[config.mk]
export PLATFORM = sky130hd
export DESIGN_NAME = colour_lookup_arbiter
export DESIGN_NICKNAME = d
export VERILOG_FILES = /design/src/rtl/colour_pkg.sv /design/src/rtl/rr_arb2.sv /design/src/rtl/colour_lookup_arbiter.sv
export SDC_FILE = /design/constraint.sdc
export NUM_CORES = 1
export LEC_CHECK = 0
export ABC_AREA = 1
export CORE_MARGIN = 2
export CORE_UTILIZATION = 44
export DETAILED_ROUTE_END_ITERATION = 7
export GPL_TIMING_DRIVEN = 1
export PLACE_DENSITY = 0.84
export SETUP_SLACK_MARGIN = 0.1
export SYNTH_ARGS = -nofsm -noshare
export SYNTH_HDL_FRONTEND = slang
export SYNTH_SLANG_ARGS = --single-unit
[constraint.sdc]
create_clock -name clk -period 1.5 [get_ports clk]
set_input_delay 0.225 -clock clk [delete_from_list [all_inputs] [get_ports clk]]
set_output_delay 0.225 -clock clk [all_outputs]
set_load 0.03 [all_outputs]
[src/rtl/colour_pkg.sv]
// Shared types and constants for the colour lookup arbiter: FSM states,
// field widths and the 3-bit colour code to 24-bit RGB table.
package colour_pkg;

    localparam int RGB_W    = 24;
    localparam int COLOUR_W = 3;

    typedef enum logic [1:0] {
        IDLE  = 2'd0,
        ISSUE = 2'd1,
        WAIT  = 2'd2,
        RESP  = 2'd3
    } state_e;

    // Colour codes: bit 2 = red, bit 1 = green, bit 0 = blue.
    localparam logic [COLOUR_W-1:0] COL_BLACK   = 3'd0;
    localparam logic [COLOUR_W-1:0] COL_BLUE    = 3'd1;
    localparam logic [COLOUR_W-1:0] COL_GREEN   = 3'd2;
    localparam logic [COLOUR_W-1:0] COL_CYAN    = 3'd3;
    localparam logic [COLOUR_W-1:0] COL_RED     = 3'd4;
    localparam logic [COLOUR_W-1:0] COL_MAGENTA = 3'd5;
    localparam logic [COLOUR_W-1:0] COL_YELLOW  = 3'd6;
    localparam logic [COLOUR_W-1:0] COL_WHITE   = 3'd7;

    localparam logic [RGB_W-1:0] RGB_BLACK   = 24'h000000;
    localparam logic [RGB_W-1:0] RGB_BLUE    = 24'h0000FF;
    localparam logic [RGB_W-1:0] RGB_GREEN   = 24'h00FF00;
    localparam logic [RGB_W-1:0] RGB_CYAN    = 24'h00FFFF;
    localparam logic [RGB_W-1:0] RGB_RED     = 24'hFF0000;
    localparam logic [RGB_W-1:0] RGB_MAGENTA = 24'hFF00FF;
    localparam logic [RGB_W-1:0] RGB_YELLOW  = 24'hFFFF00;
    localparam logic [RGB_W-1:0] RGB_WHITE   = 24'hFFFFFF;

    // Reference contents of the colour ROM, one entry per code.
    function automatic logic [RGB_W-1:0] colour_rgb(input logic [COLOUR_W-1:0] code);
        logic [RGB_W-1:0] rgb;
        case (code)
            COL_BLACK:   rgb = RGB_BLACK;
            COL_BLUE:    rgb = RGB_BLUE;
            COL_GREEN:   rgb = RGB_GREEN;
            COL_CYAN:    rgb = RGB_CYAN;
            COL_RED:     rgb = RGB_RED;
            COL_MAGENTA: rgb = RGB_MAGENTA;
            COL_YELLOW:  rgb = RGB_YELLOW;
            default:     rgb = RGB_WHITE;
        endcase
        return rgb;
    endfunction

endpackage

[src/rtl/rr_arb2.sv]
// Two-way round-robin arbiter. A lone requester always wins; on a tie the
// pointer decides, and every accepted grant hands priority to the other side.
module rr_arb2 (
    input  logic       clk,
    input  logic       rst_n,
    input  logic       en_i,
    input  logic [1:0] valid_i,
    output logic [1:0] grant_o,
    output logic       gnt_id_o,
    output logic       accept_o
);

    logic ptr_q;
    logic ptr_d;

    // Grant decode: at most one bit set, and only while arbitration is enabled.
    always_comb begin
        // NOTE: every output of a combinational block gets a default first, so no path can infer a latch.
        grant_o = 2'b00;
        if (en_i) begin
            case (valid_i)
                2'b01:   grant_o = 2'b01;
                2'b10:   grant_o = 2'b10;
                2'b11:   grant_o = ptr_q ? 2'b10 : 2'b01;
                default: grant_o = 2'b00;
            endcase
        end
    end

    assign gnt_id_o = grant_o[1];
    assign accept_o = |(grant_o & valid_i);

    // Pointer next state: point at the requester that was not just served.
    always_comb begin
        ptr_d = ptr_q;
        if (accept_o) begin
            ptr_d = ~gnt_id_o;
        end
    end

    // Pointer register; requester 0 has priority out of reset.
    always_ff @(posedge clk or negedge rst_n) begin
        if (!rst_n) begin
            ptr_q <= 1'b0;
        end else begin
            // NOTE: state registers use non-blocking assignments so every flop samples pre-edge values.
            ptr_q <= ptr_d;
        end
    end

endmodule

[src/rtl/colour_lookup_arbiter.sv]
// Shares a single-port colour ROM between two requesters. One lookup at a
// time: arbitrate, drive the ROM, wait out its latency, then hold the RGB
// result on the granted requester's response port until it is taken.
module colour_lookup_arbiter
    import colour_pkg::*;
#(
    parameter int ROM_LATENCY = 1
) (
    input  logic                clk,
    input  logic                rst_n,

    input  logic                req0_valid,
    input  logic [COLOUR_W-1:0] req0_colour,
    output logic                req0_ready,
    output logic                rsp0_valid,
    output logic [RGB_W-1:0]    rsp0_rgb,
    input  logic                rsp0_ready,

    input  logic                req1_valid,
    input  logic [COLOUR_W-1:0] req1_colour,
    output logic                req1_ready,
    output logic                rsp1_valid,
    output logic [RGB_W-1:0]    rsp1_rgb,
    input  logic                rsp1_ready,

    output logic                rom_en,
    output logic [COLOUR_W-1:0] rom_addr,
    input  logic [RGB_W-1:0]    rom_rgb,

    output logic                busy
);

    // Latency counter covers ROM_LATENCY-1 in the legal range 1..4.
    localparam int               CNT_W    = 2;
    localparam logic [CNT_W-1:0] CNT_LOAD = CNT_W'(ROM_LATENCY - 1);

    state_e              state_q,     state_d;
    logic                id_q,        id_d;
    logic                rom_en_q,    rom_en_d;
    logic [COLOUR_W-1:0] rom_addr_q,  rom_addr_d;
    logic [CNT_W-1:0]    cnt_q,       cnt_d;
    logic [1:0]          rsp_valid_q, rsp_valid_d;
    logic [RGB_W-1:0]    rsp0_rgb_q,  rsp0_rgb_d;
    logic [RGB_W-1:0]    rsp1_rgb_q,  rsp1_rgb_d;

    logic                arb_en;
    logic [1:0]          grant;
    logic                gnt_id;
    logic                accept;
    logic                rsp_taken;

    // Requests are only considered in IDLE, and never while reset is held,
    // so both ready outputs read 0 during reset even with valid requests.
    assign arb_en = rst_n && (state_q == IDLE);

    rr_arb2 u_arb (
        .clk      (clk),
        .rst_n    (rst_n),
        .en_i     (arb_en),
        .valid_i  ({req1_valid, req0_valid}),
        .grant_o  (grant),
        .gnt_id_o (gnt_id),
        .accept_o (accept)
    );

    assign rsp_taken = (rsp_valid_q[0] && rsp0_ready) || (rsp_valid_q[1] && rsp1_ready);

    // Next-state and datapath decode for the lookup sequence.
    always_comb begin
        state_d     = state_q;
        id_d        = id_q;
        rom_en_d    = rom_en_q;
        rom_addr_d  = rom_addr_q;
        cnt_d       = cnt_q;
        rsp_valid_d = rsp_valid_q;
        rsp0_rgb_d  = rsp0_rgb_q;
        rsp1_rgb_d  = rsp1_rgb_q;

        case (state_q)
            IDLE: begin
                if (accept) begin
                    id_d       = gnt_id;
                    rom_addr_d = gnt_id ? req1_colour : req0_colour;
                    rom_en_d   = 1'b1;
                    state_d    = ISSUE;
                end
            end

            ISSUE: begin
                cnt_d   = CNT_LOAD;
                state_d = WAIT;
            end

            WAIT: begin
                // Enable and address stay put so a registered-output ROM keeps running.
                if (cnt_q == '0) begin
                    if (id_q) begin
                        rsp1_rgb_d     = rom_rgb;
                        rsp_valid_d[1] = 1'b1;
                    end else begin
                        rsp0_rgb_d     = rom_rgb;
                        rsp_valid_d[0] = 1'b1;
                    end
                    rom_en_d = 1'b0;
                    state_d  = RESP;
                end else begin
                    cnt_d = cnt_q - 1'b1;
                end
            end

            RESP: begin
                if (rsp_taken) begin
                    rsp_valid_d = 2'b00;
                    state_d     = IDLE;
                end
            end

            default: begin
                state_d = IDLE;
            end
        endcase
    end

    // State and output registers; a reset drops any lookup in flight.
    always_ff @(posedge clk or negedge rst_n) begin
        if (!rst_n) begin
            state_q     <= IDLE;
            id_q        <= 1'b0;
            rom_en_q    <= 1'b0;
            rom_addr_q  <= '0;
            cnt_q       <= '0;
            rsp_valid_q <= 2'b00;
            rsp0_rgb_q  <= '0;
            rsp1_rgb_q  <= '0;
        end else begin
            state_q     <= state_d;
            id_q        <= id_d;
            rom_en_q    <= rom_en_d;
            rom_addr_q  <= rom_addr_d;
            cnt_q       <= cnt_d;
            rsp_valid_q <= rsp_valid_d;
            rsp0_rgb_q  <= rsp0_rgb_d;
            rsp1_rgb_q  <= rsp1_rgb_d;
        end
    end

    assign req0_ready = grant[0];
    assign req1_ready = grant[1];
    assign rsp0_valid = rsp_valid_q[0];
    assign rsp1_valid = rsp_valid_q[1];
    assign rsp0_rgb   = rsp0_rgb_q;
    assign rsp1_rgb   = rsp1_rgb_q;
    assign rom_en     = rom_en_q;
    assign rom_addr   = rom_addr_q;
    assign busy       = (state_q != IDLE);

endmodule
==> results.cfg <==
[floorplan]
die_x_um = 79.5
fp-row-count = 27
initial_core_util = 0.456
fp.coreArea_sq_um = 5510
dieArea_sq_um = 6320
fp.dieH_um = 79.5
ioPinCount = 93

[power_and_ir_drop]
combPwrFrac = 0.521
swShare = 0.449
p_leak_nw = 2.00
switchingPower_mw = 3.98
power_density_nw_per_um2 = 2350
seqPwrFrac = 0.316
p_int_mw = 4.89
clockPowerShare = 0.163
ir_drop_v = 0.00114

[clock_network]
clk_latency_ns = 0.32
cts_root_buf = clkbuf_8
numCtsBuffers = 9
clock_sinks = 60
clock_path_buffers = 2
holdBufCountCts = 0
htree_num_levels = 3
clkTransAtPathRegs_ns = 0.06
tritoncts = yes

[routing]
ant_nets = 0
drtIter0Drc = 61
vias = 2112
drc_errors = 0
drt-vias-per-instance = 4.66
first_pass_iters = 4
routed_wirelength_mm = 5.62
post_drt_wl_per_cell_um = 12.4

[sta]
relSlewSlack = 0.514
period_share = 1.06
clock_skew_ns = 0.00543
hold_viol = 0
setup_viol = 2
rsz0062_at_grt = true
worst_slack_ns = -0.0957
period_needed_ns = 1.60
fin_setup_tns_ns = -0.185
fmax_mhz = 627
drv_slew = 0
tightest_slew_ns = 0.729

[layout]
drive_above_1_share = 0.157
fin_nets = 417
layout_common_cells = nand2_1, dfrtp_1, dlygate4sd2_1, inv_1, clkdlybuf4s50_1
fin_area_sq_um = 3780
final_cells = 453
antenna_cells = 0
area_delta_synth_final_pct = 50.6
final_common_cell = nand2_1

[worst_hold_path]
hold_class = in -> async

[setup_path]
cpMaxStageDelayCell = dfrtp_1
crit_chain = inv_2 > ha_4 > nand2_4 > inv_2 > nand2_4 > nor2_4 > buf_6
worstSetupEndpointType = output port
crit_path_end = req0_ready
required_ns = 1.27
worst-path-max-fanout = 3
timing.rr.start = state_q[1]$_DFFE_PN0P_
r2r_setup_slack_ns = 0.01
start_kind = flop
timing.rr.end = rsp_valid_q[1]$_DFFE_PN0P_
crit_path_start = state_q[1]$_DFFE_PN0P_
cpPeakStageDelay_ns = 0.40
criticalPathCategory = reg -> out
reg2regPathDepth = 7
worstPathArrival_ns = 1.37

[placement]
place_area_sq_um = 3500
gp_congestion = 0.782
dp.cells = 429
place_hpwl_mm = 3.87
portBuffers = 92

[yosys]
ys_types = 17
netlist_instances = 266
syn_area_per_cell_sq_um = 9.43
synth_seq_cells = 60
syn_area_sq_um = 2510
synth_fp_nets = 307
ys.warnings.count = 0
synth-seq-area-share = 0.599

[flow_run]
maxCapViolCount = 0

[status]
outcome = complete, but fails checks
violations = setup timing

[grt]
grt_max_degree = 61
antenna_found_initial = 0
grt_pass1_vias = 2050
grt_remaining_overflow = 0
grt_usage = 0.189
grt_first_pass_wirelength_mm = 9.08
per-stage QoR:
stage                     utilization  hold slack (ns)  worst slack [ns]  total power [mW]
after floorplan                     -          -0.0706             0.112              5.76
after global placement          0.635            0.430            0.0592              7.53
after detailed placement        0.635            0.436           -0.0246              7.67
after CTS                       0.676            0.108            -0.106              8.82
after global routing            0.686            0.137            -0.156              9.48
final                           0.686           0.0900           -0.0957              8.87
power groups by stage:
stage / clock, mW / sequential [mW] / combinational [mW]
after detailed placement: 0 / 2.86 / 4.81
final: 1.45 / 2.80 / 4.62
after global placement: 0 / 2.84 / 4.69
after CTS: 1.49 / 2.81 / 4.53
after global routing: 1.57 / 2.90 / 5.02
after floorplan: 0 / 4.22 / 1.54
cell usage after synthesis, drive strengths merged:
master / number / share of area
dfrtp: 60 / 0.60
nand4: 2 / 0.0050
a21oi: 4 / 0.0080
inv: 39 / 0.058
nand2: 77 / 0.12
nand3: 11 / 0.026
nor2: 2 / 0.0030
o21bai: 1 / 0.0030
o21ai: 54 / 0.12
o22ai: 1 / 0.0025
buf: 10 / 0.035
ha: 5 / 0.025
critical path, delay by kind of cell (launching register included):
| family | cells | cell delay, ns |
|---|---|---|
| AND/OR/NAND/NOR | 3 | 0.20 |
| adder cells (fa/ha/maj) | 1 | 0.15 |
| flip-flops | 1 | 0.40 |
| buffers and inverters | 3 | 0.29 |
sequential cells by signal, indices dropped and copies added, names as in the netlist:
name and flops:
rsp_valid_q 2, rom_addr 3, state_q 2, rom_en 1, cnt_q 2, u_arb.ptr_q 1, rsp1_rgb 24, rsp0_rgb 24
id_q 1
worst min-delay path by stage:
| stage | start | end | slack (ns) | depth (start not counted) |
|---|---|---|---|---|
| 2_1_floorplan | rst_n | cnt_q[0]$_DFFE_PN0P_ | -0.07 | 0 |
| 3_3_place_gp | rst_n | rom_en$_DFFE_PN0P_ | 0.43 | 2 |
| 3_5_place_dp | rst_n | rom_en$_DFFE_PN0P_ | 0.44 | 2 |
| 4_1_cts | rst_n | rom_en$_DFFE_PN0P_ | 0.11 | 2 |
| 5_1_grt | rst_n | u_arb.ptr_q$_DFFE_PN0P_ | 0.14 | 2 |
| 6_report | rst_n | rom_en$_DFFE_PN0P_ | 0.09 | 2 |
per-layer routing:
metal | global-route usage | routed length, um | vias to the layer above
met3 | 0.0532 | 410 | 5
met4 | 0.102 | 45 | 0
li1 | - | - | 1068
met2 | 0.319 | 2730 | 67
met1 | 0.216 | 2440 | 972
met5 | 0 | 0 | -
repair_timing:
item                                    CTS  global route
gates resized for setup                  72             9
setup buffers                             5             4
endpoints found under the setup margin  103            43
pin swaps                                 3             0
gates cloned                              0             0
final cells by class:
class,instances,area (sq um)
clock buffers,12,155
repair buffers,109,1010
fillers,470,1730
clock inverters,4,47.5
multi-input cells,157,828
inverters,39,149
well taps,72,90.1
flip-flops and latches,60,1500
logic make-up after synthesis:
group | after synthesis | synth area share
AND/OR/NAND/NOR | 92 | 0.150
AO/OA/AOI/OAI | 60 | 0.133
flip-flops | 60 | 0.599
buffers and inverters | 49 | 0.0933
adder cells (fa/ha/maj) | 5 | 0.0249
Note: power is estimated with default switching activity, not from simulation.
